==> config.mk <==
export PLATFORM = sky130hd
export DESIGN_NAME = ex_muldiv_unit
export DESIGN_NICKNAME = d
export VERILOG_FILES = /design/src/rtl/ex_muldiv_unit.sv
export SDC_FILE = /design/constraint.sdc
export NUM_CORES = 1
export LEC_CHECK = 0
export CORE_MARGIN = 2
export CORE_UTILIZATION = 26
export CTS_CLUSTER_SIZE = 40
export DETAILED_ROUTE_END_ITERATION = 8
export PLACE_DENSITY = 0.41
export SYNTH_ARGS = -nofsm -noshare
export SYNTH_HDL_FRONTEND = slang
export SYNTH_SLANG_ARGS = --single-unit
==> constraint.sdc <==
create_clock -name clk -period 15 [get_ports clk]
set_input_delay 2.25 -clock clk [delete_from_list [all_inputs] [get_ports clk]]
set_output_delay 2.25 -clock clk [all_outputs]
set_load 0.1 [all_outputs]
==> src/rtl/ex_muldiv_unit.sv <==
// ex_muldiv_unit: iterative multiply/divide engine for the EX stage.
// Holds the EX instruction with exc_stall_req while a 32-step shift-add
// multiply or restoring divide runs, then presents HI/LO in DONE.
// Optional build macro MULDIV_FAST_MULT_EN: MULT/MULTU finish in a single
// BUSY cycle using a 64-bit multiplier; divide timing is unaffected.
module ex_muldiv_unit (
    input  logic        clk,
    input  logic        rst,
    input  logic        start,
    input  logic [1:0]  op,
    input  logic [31:0] src_a,
    input  logic [31:0] src_b,
    input  logic        pipe_stall,
    input  logic        exception_flush,
    output logic        exc_stall_req,
    output logic        res_valid,
    output logic [31:0] res_hi,
    output logic [31:0] res_lo
);

    typedef enum logic [1:0] {
        IDLE = 2'd0,
        BUSY = 2'd1,
        DONE = 2'd2
    } state_t;

    state_t      state_r;
    logic [4:0]  cnt_r;
    logic [63:0] acc_r;           // mult: {partial, multiplier}; div: {rem, quot}
    logic [31:0] opnd_r;          // mult: |multiplicand|; div: |divisor|
    logic [31:0] dividend_raw_r;  // unsigned-looking copy of src_a for divide-by-zero
    logic        is_div_r;
    logic        neg_main_r;      // product / quotient must be negated
    logic        neg_rem_r;       // remainder must be negated
    logic        div_zero_r;
    logic        res_valid_r;
    logic [31:0] res_hi_r;
    logic [31:0] res_lo_r;

    logic        is_signed_s;
    logic        is_div_s;
    logic [31:0] abs_a_s;
    logic [31:0] abs_b_s;
    logic [32:0] mul_sum_s;
    logic [63:0] mul_next_s;
    logic [32:0] rem_trial_s;
    logic [32:0] div_diff_s;
    logic [63:0] div_next_s;
    logic [63:0] step_s;
    logic [63:0] prod_s;
    logic        last_s;
    logic [31:0] fin_hi_s;
    logic [31:0] fin_lo_s;

    function automatic logic [31:0] neg32(input logic [31:0] v);
        return (~v) + 32'd1;
    endfunction

    function automatic logic [63:0] neg64(input logic [63:0] v);
        return (~v) + 64'd1;
    endfunction

    assign is_signed_s = ~op[0];
    assign is_div_s    = op[1];
    assign abs_a_s     = (is_signed_s && src_a[31]) ? neg32(src_a) : src_a;
    assign abs_b_s     = (is_signed_s && src_b[31]) ? neg32(src_b) : src_b;

    // One iteration of shift-add multiply and of restoring divide.
    always_comb begin
        mul_sum_s   = {1'b0, acc_r[63:32]} + (acc_r[0] ? {1'b0, opnd_r} : 33'd0);
        mul_next_s  = {mul_sum_s, acc_r[31:1]};
        rem_trial_s = acc_r[63:31];
        div_diff_s  = rem_trial_s - {1'b0, opnd_r};
        if (!div_diff_s[32]) begin
            div_next_s = {div_diff_s[31:0], acc_r[30:0], 1'b1};
        end else begin
            div_next_s = {acc_r[62:0], 1'b0};
        end
    end

    // Select the accumulator update, detect the last step and sign-correct.
    always_comb begin
        step_s = 64'd0;
        last_s = 1'b0;
        prod_s = 64'd0;
        if (is_div_r) begin
            step_s = div_next_s;
            last_s = (cnt_r == 5'd31);
        end else begin
`ifdef MULDIV_FAST_MULT_EN
            step_s = {32'd0, opnd_r} * {32'd0, acc_r[31:0]};
            last_s = 1'b1;
`else
            step_s = mul_next_s;
            last_s = (cnt_r == 5'd31);
`endif
        end
        if (is_div_r) begin
            if (div_zero_r) begin
                fin_lo_s = 32'hFFFF_FFFF;
                fin_hi_s = dividend_raw_r;
            end else begin
                fin_lo_s = neg_main_r ? neg32(step_s[31:0])  : step_s[31:0];
                fin_hi_s = neg_rem_r  ? neg32(step_s[63:32]) : step_s[63:32];
            end
        end else begin
            prod_s   = neg_main_r ? neg64(step_s) : step_s;
            fin_lo_s = prod_s[31:0];
            fin_hi_s = prod_s[63:32];
        end
    end

    // Control FSM with operand latching, iteration and registered results.
    always_ff @(posedge clk or posedge rst) begin
        if (rst) begin
            state_r        <= IDLE;
            cnt_r          <= 5'd0;
            acc_r          <= 64'd0;
            opnd_r         <= 32'd0;
            dividend_raw_r <= 32'd0;
            is_div_r       <= 1'b0;
            neg_main_r     <= 1'b0;
            neg_rem_r      <= 1'b0;
            div_zero_r     <= 1'b0;
            res_valid_r    <= 1'b0;
            res_hi_r       <= 32'd0;
            res_lo_r       <= 32'd0;
        end else if (exception_flush) begin
            state_r     <= IDLE;
            cnt_r       <= 5'd0;
            res_valid_r <= 1'b0;
        end else begin
            case (state_r)
                IDLE: begin
                    if (start) begin
                        acc_r          <= {32'd0, (is_div_s ? abs_a_s : abs_b_s)};
                        opnd_r         <= is_div_s ? abs_b_s : abs_a_s;
                        dividend_raw_r <= src_a;
                        is_div_r       <= is_div_s;
                        neg_main_r     <= is_signed_s & (src_a[31] ^ src_b[31]);
                        neg_rem_r      <= is_signed_s & src_a[31];
                        div_zero_r     <= is_div_s & (src_b == 32'd0);
                        cnt_r          <= 5'd0;
                        state_r        <= BUSY;
                    end else begin
                        state_r <= IDLE;
                    end
                end
                BUSY: begin
                    acc_r <= step_s;
                    if (last_s) begin
                        res_hi_r    <= fin_hi_s;
                        res_lo_r    <= fin_lo_s;
                        res_valid_r <= 1'b1;
                        cnt_r       <= 5'd0;
                        state_r     <= DONE;
                    end else begin
                        cnt_r <= cnt_r + 5'd1;
                    end
                end
                DONE: begin
                    // start is still high from the same instruction; ignore it
                    if (!pipe_stall) begin
                        res_valid_r <= 1'b0;
                        state_r     <= IDLE;
                    end else begin
                        state_r <= DONE;
                    end
                end
                default: begin
                    res_valid_r <= 1'b0;
                    state_r     <= IDLE;
                end
            endcase
        end
    end

    // Flush masks the stall request combinationally in the same cycle.
    assign exc_stall_req = ~exception_flush &
                           (((state_r == IDLE) & start) | (state_r == BUSY));
    assign res_valid     = res_valid_r;
    assign res_hi        = res_hi_r;
    assign res_lo        = res_lo_r;

endmodule

# Yosys cells after proc, flatten, opt, wreduce, memory -nomap -nowiden
# Cells that the tools add are included.
[op_classes]
div = 0
mux = 29
n_reduce_logical = 11
shift = 0
add_sub_neg = 8
multipliers = 0
bitwise_logic = 14
magnitude_cmp = 0
n_eq_ne = 8
[ops]
columns = ["cell", "count"]
rows = [
  ["$mux W32", 11],
  ["$mux W64", 4],
  ["$add A32 B1 Y32 const B", 4],
  ["$not A32 Y32", 4],
  ["$pmux W64 S2", 1],
  ["$add A64 B1 Y64 const B", 1],
  ["$not A64 Y64", 1],
  ["$add A32 B32 Y33", 1],
  ["$sub A33 B32 Y33", 1],
  ["$logic_not A32 Y1", 1],
  ["$mux W5", 3],
  ["$reduce_and A3 Y1", 4],
  ["$pmux W5 S2", 1],
  ["$ne A3 B3 Y1 const B", 3],
  ["$mux W2", 3],
  ["$pmux W2 S3", 1],
  ["$add A5 B1 Y5 const B", 1],
  ["$and A1 B1 Y1", 5],
  ["$eq A5 B5 Y1 const B", 1],
  ["$mux W1", 4],
  ["$ne A2 B2 Y1 const B", 2],
  ["$pmux W1 S3", 1],
  ["$reduce_bool A3 Y1", 1],
  ["$eq A2 B1 Y1 const B", 1],
  ["8 further kinds", 10],
]
[word_totals]
register_bits = 204
n_memories = 0
in_bits = 71
latch_bits = 0
ramBits = 0
romBits = 0
output_inout_bits = 66
wordCells = 82

# Logic depth before layout (Yosys ltp)
# Gate-level depths: netlist of the first run.
[logic_depth]
ltp_word = 8
mapped_depth = 25

# Worst setup path before layout of the first run
# OpenSTA, ideal clock, no wires.
[synth_timing]
kind = "input to output"
from = "input port start"
to = "output port exc_stall_req"
cell_stages = 2
setup_slack_ns = 9.370
t_arrival_ns = 3.380
required_time_ns = 12.750
path_cell_list = "o21ai_1 clkinv_1"
[synth_between]
elab_chain_len = 3
[synth_rtl]
columns = ["item", "line_no", "rtl"]
rows = [
  ["start: declaration", "9", "input logic start,"],
  ["$and A1 B1 Y1", "180", "(((state_r == IDLE) & start) | (state_r == BUSY));"],
  ["$or A1 B1 Y1", "180", ""],
  ["$and A1 B1 Y1", "179", "assign exc_stall_req = ~exception_flush &"],
  ["end: declaration", "15", "output logic exc_stall_req,"],
]
# No other way between the ends.

# Worst setup path in the final report of the first run
[layout_timing]
from = "input port exception_flush"
to = "output port exc_stall_req"
[layout_between]
elab_chain_len = 2
[layout_rtl]
columns = ["item", "line_no", "rtl"]
rows = [
  ["start: declaration", "14", "input logic exception_flush,"],
  ["$not A1 Y1 (no source line)", "-", ""],
  ["$and A1 B1 Y1", "179", ""],
]
# No other way between the ends.

==> results of run 1 <==
worst max-delay path, stage by stage:
cell and delay (ns):
clkdlybuf4s50_1 0.57, nor2_1 0.12, o21ai_4 0.07, buf_4 0.35, clkinv_1 0.51, clkdlybuf4s50_1 1.12
cells by family after synthesis:
logic type | share of synthesized area
AND/OR/NAND/NOR | 0.212
multiplexers | 0.0502
AO/OA/AOI/OAI | 0.277
flip-flops | 0.280
adder cells (fa/ha/maj) | 0.0502
buffers and inverters | 0.0480
XOR/XNOR | 0.0831
worst max path at each step:
stage / start / end / slack, ns / cells past startpoint
after floorplan: rst / acc_r[0] / 7.18 / 1
after global placement: exception_flush / exc_stall_req / 7.80 / 6
after detailed placement: exception_flush / exc_stall_req / 7.77 / 6
after CTS: exception_flush / exc_stall_req / 7.76 / 6
after global routing: exception_flush / exc_stall_req / 7.70 / 6
final: exception_flush / exc_stall_req / 7.72 / 6
layer usage:
| metal | vias up | GRT usage | share of wire |
|---|---|---|---|
| met4 | 0 | 0.0763 | 0.038 |
| met3 | 115 | 0.0238 | 0.048 |
| li1 | 8576 | - | - |
| met2 | 606 | 0.383 | 0.47 |
| met5 | - | 0 | 0 |
| met1 | 9083 | 0.305 | 0.44 |
registers in the layout, indices dropped and copies added (netlist names), 2 cells and up:
name and flops:
opnd_r 32, state_r 2, dividend_raw_r 32, res_hi 32, cnt_r 5, acc_r 64, res_lo 32
Yosys cell counts (18+ instances only):
master,count,area share
ha_1,70,0.048
nor4_1,20,0.0069
a21oi_1,159,0.044
inv_1,74,0.015
a22o_1,18,0.0086
o22a_1,35,0.017
o21ai_0,225,0.062
clkbuf_1,94,0.019
nand2_1,293,0.060
o41ai_1,21,0.010
nand4_1,34,0.012
xor2_1,78,0.037
dfrtp_1,204,0.28
buf_1,18,0.0037
xnor2_1,95,0.046
nor2_1,189,0.039
o31ai_1,29,0.012
a211oi_1,39,0.016
mux2_2,36,0.022
nor2b_1,20,0.0069
nor3_1,57,0.016
mux2i_1,51,0.028
and2_1,47,0.016
a31oi_1,23,0.0079
o211ai_1,35,0.014
nand3_1,35,0.0096
a21o_1,22,0.0091
buf_2,20,0.0055
power breakdown:
part	leakage, nW	switching (mW)	internal [mW]
logic	5.55	1.41	0.709
registers	2.65	0.130	0.637
clock network	0.471	0.286	0.412
total	8.67	1.82	1.76
stage by stage:
step           area [µm²]  power [mW]  worst slack (ns)  hold slack, ns
2_1_floorplan       18200        2.16              7.18           0.449
3_3_place_gp        20400        2.86              7.80           0.472
3_5_place_dp        20400        2.86              7.77           0.470
4_1_cts             21300        3.57              7.76           0.483
5_1_grt             21300        3.80              7.70           0.503
6_report            21300        3.58              7.72           0.480
area by class of cell:
class / count / area [µm²]
flip-flops and latches: 204 / 5110
well taps: 940 / 1180
inverters: 79 / 304
clock buffers: 36 / 769
clock inverters: 14 / 164
repair buffers: 160 / 1550
multi-input cells: 1896 / 12300
fillers: 7488 / 48400
==> summary.txt, run 1 <==
Placed design
  – Final GP Congestion: 0.927
  – # port buffers: 136
  – Placed Cells: 3279
  – Dpl hpwl: 64600 µm

Setup path
  – Arr. time, crit path: 5.03 ns
  – Worst Reg-to-Reg Cells: 23
  – Worst setup SP type: primary input
  – RR Startpoint: acc_r[31]
  – Crit. End Element: primary output
  – Critical path type: primary input to primary output
  – R2R Path End: res_hi[30]
  – Setup slack, reg-to-reg: 8.25 ns
  – Req. time, crit path: 12.75 ns
  – Critical-path maximum fanout: 20

Final layout
  – Commonest non-fill, non-tap cell in the layout: nand2_1
  – Final non-filler cell total: 3329
  – Commonest non-fill, non-tap cells in the layout: 292 x nand2_1, 225 x o21ai_0, 203 x dfrtp_1
  – Area grow syn2layout: 17.1%
  – Fin util: 0.306
  – Fraction of layout cells with a size suffix above 1: 0.0703
  – N_diodes: 0
  – NumNets Final: 2511

Route
  – DRT Pass-1 Iters: 5
  – Residual DRC count: 0
  – Via count: 18.4k
  – Vias per cell: 5.52
  – Post-Route WL: 83500 µm
  – WL/cell: 25.1 µm
  – 1st-iter DRT viols: 1691
  – Antenna viol nets, final: 0

Clocking
  – Post-cts repair resize count: 0
  – Htree depth: 1
  – Clock Tree Buf Depth: 3
  – CTS tree: built
  – Total CTS buffers: 27
  – Clock slew at reported path FFs: 0.06 ns
  – Cts-stage hold buffer count: 0
  – Number of setup buffers added after CTS: 0
  – Clk sink count: 204
  – Clk root buf: clkbuf_16
  – Clk Latency, worst-skew pair: 0.60 ns

Die
  – IO Pins: 137
  – Die area: 72300 µm²
  – Die H: 269 µm
  – Starting density of the core: 0.261
  – Core box area: 69800 µm²
  – Cell row count: 97
  – Die width: 269 µm

STA
  – Post-route minimum period: 7.28 ns
  – Worst rel slew slack: 0.225
  – Peak Freq: 137 MHz
  – RSZ-0062 raised after global routing: false
  – Final setup skew: 0.0360 ns
  – Fin crit share: 0.485
  – Setup violators final: 0
  – Slew of the pin with the lowest slew margin: 1.15 ns
  – Final Slew Violations: 0
  – Final setup TNS: 0 ns
  – Final Hold Vio Count: 0

Run status
  – Outcome: finished clean

Power
  – Power per cell area: 168 nW/µm²
  – Static leakage: 8.67 nW
  – Worst vdd ir: 0.0000895 V

Job
  – MaxCap Viol Count: 0

Synth
  – Synthesized area: 18200 µm²
  – Register area share after synthesis: 0.280
  – Unique masters post-synth: 104
  – Commonest register cell after synthesis: dfrtp_1
  – Number of synthesized register bits: 204
  – Number of synthesized flops with an enable pin: 0
  – Mapped Nets: 2460
  – Synth warn: 0
  – Cells after Synth: 2317
  – Async SR Flop Fraction: 1.00
  – Mean Syn Cell Area: 7.87 µm²

Hold path
  – Worst hold path startpoint: res_hi[17]
  – HP Class: flop to flop
  – Hold EP: res_hi[17]
  – Hold depth: 2

GRT
  – GR Overflow Total: 0
  – GRT Resource Usage Total: 0.228
  – Vias in the first global route: 17.9k
  – First-pass GRT wire length: 122000 µm
  – Initial antenna violation count: 8
  – Pin count of the biggest net entering global routing: 116
No activity file was read; power rests on OpenSTA's default activity.
==> run 2, diff against run 1 <==
--- a/config.mk
+++ b/config.mk
@@ -9,7 +9,7 @@
 export CORE_UTILIZATION = 26
 export CTS_CLUSTER_SIZE = 40
 export DETAILED_ROUTE_END_ITERATION = 8
-export PLACE_DENSITY = 0.41
+export PLACE_DENSITY = 0.42
 export SYNTH_ARGS = -nofsm -noshare
 export SYNTH_HDL_FRONTEND = slang
 export SYNTH_SLANG_ARGS = --single-unit
==> constraint.sdc (replaced) <==
create_clock -name clk -period 6.6 [get_ports clk]
set_input_delay 0.99 -clock clk [delete_from_list [all_inputs] [get_ports clk]]
set_output_delay 0.99 -clock clk [all_outputs]
set_load 0.1 [all_outputs]
==> run 2 against run 1 <==
Effect of this change: total power is 130% higher; sequential power is 130% higher; cell count is 0.84% higher; critical path type is now flop to flop.
==> summary.txt, run 2 (same netlist as run 1, synthesis figures left out) <==
Run status
  – Outcome: finished clean

Die
  – Die area: 72300 µm²
  – Starting density of the core: 0.261
  – Die H: 269 µm
  – Cell row count: 97
  – Core box area: 69800 µm²
  – Die width: 269 µm
  – IO Pins: 137

Final layout
  – Commonest non-fill, non-tap cell in the layout: nand2_1
  – Area grow syn2layout: 18.6%
  – Design Area, Final: 21600 µm²
  – # fillers: 7503
  – Multi-input gate area: 12300 µm²
  – NumNets Final: 2537
  – Top reg by flops: acc_r
  – Max reg flops: 64
  – Commonest non-fill, non-tap cells in the layout: 292 x nand2_1, 225 x o21ai_0, 203 x dfrtp_1
  – Fraction of layout cells with a size suffix above 1: 0.0803
  – Register area: 5110 µm²

Route
  – Antenna viol nets, final: 0
  – DRT Pass-1 Iters: 6
  – Via count: 18.4k
  – Post-Route WL: 84700 µm
  – 1st-iter DRT viols: 1607
  – Residual DRC count: 0
  – Vias per cell: 5.50
  – WL/cell: 25.2 µm

Placed design
  – # port buffers: 136
  – Dpl hpwl: 66100 µm
  – Post-DP Area: 20600 µm²
  – Final GP Congestion: 0.907
  – Place WS: 0.618 ns

Clocking
  – Total CTS buffers: 27
  – Clk sink count: 204
  – Clock slew at reported path FFs: 0.07 ns
  – Htree depth: 1
  – Clock Tree Buf Depth: 3
  – Post-cts repair resize count: 0
  – Clk root buf: clkbuf_16
  – Clk Latency, worst-skew pair: 0.59 ns
  – Cts-stage hold buffer count: 0
  – Number of setup buffers added after CTS: 0
  – CTS tree: built

Setup path
  – RR Startpoint: acc_r[31]
  – Critical path type: flop to flop
  – Crit. End Element: flop
  – Critical-path maximum fanout: 11
  – Arr. time, crit path: 6.58 ns
  – Worst setup SP type: flop
  – CP startpoint: acc_r[31]
  – Req. time, crit path: 7.06 ns

GRT
  – GR Overflow Total: 0
  – Pin count of the biggest net entering global routing: 122
  – Vias in the first global route: 18.1k
  – GRT Resource Usage Total: 0.232
  – Initial antenna violation count: 4
  – First-pass GRT wire length: 125000 µm

STA
  – RSZ-0062 raised after global routing: false
  – Final setup TNS: 0 ns
  – Peak Freq: 163 MHz
  – Fin crit share: 0.928
  – Post-route minimum period: 6.12 ns
  – Setup violators final: 0
  – Final setup skew: 0.0227 ns
  – Final Hold Vio Count: 0
  – Final worst slack: 0.476 ns
  – Slew of the pin with the lowest slew margin: 1.15 ns
  – Worst rel slew slack: 0.230
  – Final Slew Violations: 0

Power
  – Worst vdd ir: 0.000224 V
  – Power per cell area: 387 nW/µm²
  – Static leakage: 8.81 nW

Hold path
  – HP Class: flop to flop
  – Worst hold path startpoint: res_hi[12]

Job
  – MaxCap Viol Count: 0
[run 2: final cells by class]
class                           instances  share of cell area
Tap cell                              940              0.0544
Multi-Input combinational cell       1896               0.568
Sequential cell                       204               0.236
Antenna cell                            2            0.000231
Clock buffer                           36              0.0356
Timing Repair Buffer                  186              0.0814
Clock inverter                         14              0.0104
Inverter                               79              0.0141
[run 2: final timing paths]
check                                  end  slack (ns)  cells past startpoint
worst min-delay path            res_hi[12]        0.48                      2
worst max register to register  res_hi[20]        0.48                     21
min in group asynchronous         cnt_r[1]        1.03                      2
worst max-delay path            res_hi[20]        0.48                     21
worst min register to register  res_hi[12]        0.48                      2
max in group asynchronous       res_hi[30]        4.48                      3
[run 2: routing by layer]
metal  GRT usage  vias to the layer above  routed length, µm
met1       0.316                     9213              38300
li1            -                     8615                  -
met3      0.0233                       97               3730
met2       0.385                      522              39700
met5           0                        -                  0
met4      0.0713                        0               2870
[run 2: stage by stage]
stage                      util  total power [mW]  hold WS (ns)  cells
after floorplan               -              4.91         0.449   2317
after global placement    0.296              6.64         0.476   3305
after detailed placement  0.296              6.64         0.475   3305
after CTS                 0.310              8.35         0.488   3355
after global routing      0.310              8.87         0.515   3355
final                     0.310              8.37         0.484   3357
[run 2: power by group]
group	switching, mW	internal [mW]	leakage [nW]
clock	0.660	1.02	0.481
combinational	3.26	1.69	5.68
sequential	0.289	1.45	2.65
[run 2: critical path, stage by stage (launching register included)]
cell,delay (ns)
dfrtp_1,0.43
inv_1,0.08
ha_1,0.16
inv_1,0.06
fa_1,0.44
a211oi_2,0.25
o211ai_1,0.14
and2_1,0.24
o211ai_4,0.37
a31oi_1,0.25
nand2_1,0.19
o21ai_0,0.22
inv_1,0.13
ha_1,0.19
o211ai_1,0.15
nor4_1,0.73
nand4_1,0.41
nand2b_1,0.53
o311ai_1,0.37
o41ai_1,0.12
a2111oi_0,0.45
nor2_1,0.08
==> run 3, diff against run 2 <==
--- a/config.mk
+++ b/config.mk
@@ -6,10 +6,11 @@
 export NUM_CORES = 1
 export LEC_CHECK = 0
 export CORE_MARGIN = 2
-export CORE_UTILIZATION = 26
+export CORE_UTILIZATION = 55
 export CTS_CLUSTER_SIZE = 40
 export DETAILED_ROUTE_END_ITERATION = 8
-export PLACE_DENSITY = 0.42
+export PLACE_DENSITY = 0.78
+export SETUP_SLACK_MARGIN = 0.15
 export SYNTH_ARGS = -nofsm -noshare
 export SYNTH_HDL_FRONTEND = slang
 export SYNTH_SLANG_ARGS = --single-unit
==> run 3 against run 2 <==
Effect of this change: critical path depth increased by 1; sequential share of layout area increased by 0.87 points; cell area decreased by 3.5%; critical path type unchanged; combinational power increased by 1%; maximum frequency increased by 3.8%; sequential cell count unchanged; hold slack got worse by 0.0040 ns; cell count decreased by 15%.
==> summary.txt, run 3 (same netlist as run 1, synthesis figures left out) <==
Final layout
  – Area grow syn2layout: 14.4%
  – Fraction of layout cells with a size suffix above 1: 0.0772
  – Max reg flops: 64
  – Top reg by flops: acc_r
  – Commonest non-fill, non-tap cells in the layout: 293 x nand2_1, 225 x o21ai_0, 203 x dfrtp_1
  – NumNets Final: 2532
  – Commonest non-fill, non-tap cell in the layout: nand2_1

Die
  – IO Pins: 137
  – Die H: 186 µm
  – Cell row count: 66
  – Die width: 186 µm
  – Starting density of the core: 0.559
  – Core box area: 32600 µm²
  – Die area: 34600 µm²

Placed design
  – Dpl hpwl: 58000 µm
  – Final GP Congestion: 1.14
  – # port buffers: 136

STA
  – Final Hold Vio Count: 0
  – Fin crit share: 0.894
  – Setup violators final: 0
  – Final Slew Violations: 0
  – Slew of the pin with the lowest slew margin: 1.28 ns
  – Peak Freq: 169 MHz
  – Worst rel slew slack: 0.143
  – Post-route minimum period: 5.90 ns
  – Final setup skew: 0.0188 ns
  – Final setup TNS: 0 ns
  – RSZ-0062 raised after global routing: false

GRT
  – GR Overflow Total: 0
  – Initial antenna violation count: 7
  – First-pass GRT wire length: 111000 µm
  – Pin count of the biggest net entering global routing: 120
  – Vias in the first global route: 18.0k
  – GRT Resource Usage Total: 0.432

Clocking
  – Clk Latency, worst-skew pair: 0.57 ns
  – Cts-stage hold buffer count: 0
  – Clock slew at reported path FFs: 0.06 ns
  – Total CTS buffers: 25
  – CTS tree: built
  – Htree depth: 1
  – Clock Tree Buf Depth: 3
  – Clk root buf: clkbuf_16
  – Clk sink count: 204
  – Number of setup buffers added after CTS: 0

Job
  – MaxCap Viol Count: 0

Setup path
  – Buf/Inv on CP: 4
  – CP Depth: 22
  – Arr. time, crit path: 6.36 ns
  – Critical-path maximum fanout: 11
  – Cell family with most CP delay: compound AO/OA/AOI/OAI gates
  – Critical path type: flop to flop
  – CP max stage delay: 0.53 ns
  – Worst path cell trace: inv_1 > ha_1 > inv_1 > fa_1 > a211oi_2 > o211ai_1 > and2_1 > o211ai_4 > a31oi_1 > nand2_1 > buf_4 > o21ai_0 > inv_1 > ha_1 > o211ai_1 > nor4_2 > nand4_1 > nand2b_1 > o41ai_1 > xor2_1 > nor3_1 > a211o_1
  – Req. time, crit path: 7.05 ns
  – Worst path slowest cell: nor4_2
  – Worst setup SP type: flop
  – Crit. End Element: flop
  – Most used cell, CP: inv_1
  – Worst Reg-to-Reg Cells: 22

Route
  – Post-Route WL: 74900 µm
  – Via count: 19.4k
  – 1st-iter DRT viols: 2537
  – Residual DRC count: 0
  – DRT Pass-1 Iters: 9
  – Vias per cell: 6.81
  – WL/cell: 26.3 µm
  – Antenna viol nets, final: 0

Power
  – Power per cell area: 396 nW/µm²
  – Design Power: 8.26 mW
  – Worst vdd ir: 0.000244 V
  – Static leakage: 8.73 nW

Hold path
  – HP Class: flop to flop
  – Hold depth: 2

Run status
  – Outcome: finished clean
## run 3: per-stage QoR
stage | cells | hold slack, ns | setup WS [ns] | instance area [µm²] | utilization
6_report | 2854 | 0.480 | 0.698 | 20900 | 0.639
4_1_cts | 2850 | 0.484 | 0.639 | 20800 | 0.639
2_1_floorplan | 2317 | 0.449 | 1.49 | 18200 | -
3_5_place_dp | 2804 | 0.470 | 0.666 | 20000 | 0.612
3_3_place_gp | 2804 | 0.463 | 0.912 | 20000 | 0.612
5_1_grt | 2850 | 0.504 | 0.352 | 20800 | 0.639
## run 3: final cells by class
type                            instances  area [µm²]
Multi-Input combinational cell       1896       12300
Timing Repair Buffer                  183        1720
Inverter                               79         300
Sequential cell                       204        5110
Clock buffer                           32         682
Antenna cell                            4        10.0
Clock inverter                         14         199
Tap cell                              442         553
Fill cell                            2867       11800
## run 3: what timing repair did
item | CTS | global route
endpoints found under the setup margin | 0 | 4
endpoints found under the hold margin | 0 | 0
resized for setup | 0 | 1
## run 3: routing by layer
layer  share of wire  vias up  track usage
met2            0.41     1328        0.626
met1            0.40     9237        0.577
met5         0.00031        -            0
li1                -     8615            -
met4           0.064        4        0.245
met3            0.12      243        0.120
## run 3: worst reg2reg max path, cell delays in order (launching register included)
cell and delay [ns]:
dfrtp_1 0.42, inv_1 0.08, ha_1 0.16, inv_1 0.05, fa_1 0.43, a211oi_2 0.26, o211ai_1 0.13, and2_1 0.24
o211ai_4 0.38, a31oi_1 0.23, nand2_1 0.11, buf_4 0.15, o21ai_0 0.18, inv_1 0.13, ha_1 0.19, o211ai_1 0.16
nor4_2 0.53, nand4_1 0.40, nand2b_1 0.54, o41ai_1 0.49, xor2_1 0.19, nor3_1 0.07, a211o_1 0.29
## run 3: power breakdown
group / leakage (nW) / internal, mW / switching [mW]
combinational: 5.65 / 1.68 / 3.34
clock: 0.421 / 0.893 / 0.611
sequential: 2.65 / 1.45 / 0.289
total: 8.73 / 4.02 / 4.24
## run 3: final timing paths
path	start	end	slack, ns
max reg2reg	acc_r[31]	res_hi[6]	0.70
min	res_hi[3]	res_hi[3]	0.48
max in group asynchronous	rst	state_r[1]	4.35
max	acc_r[31]	res_hi[6]	0.70
min in group asynchronous	rst	res_hi[28]	1.00
min reg2reg	res_hi[3]	res_hi[3]	0.48
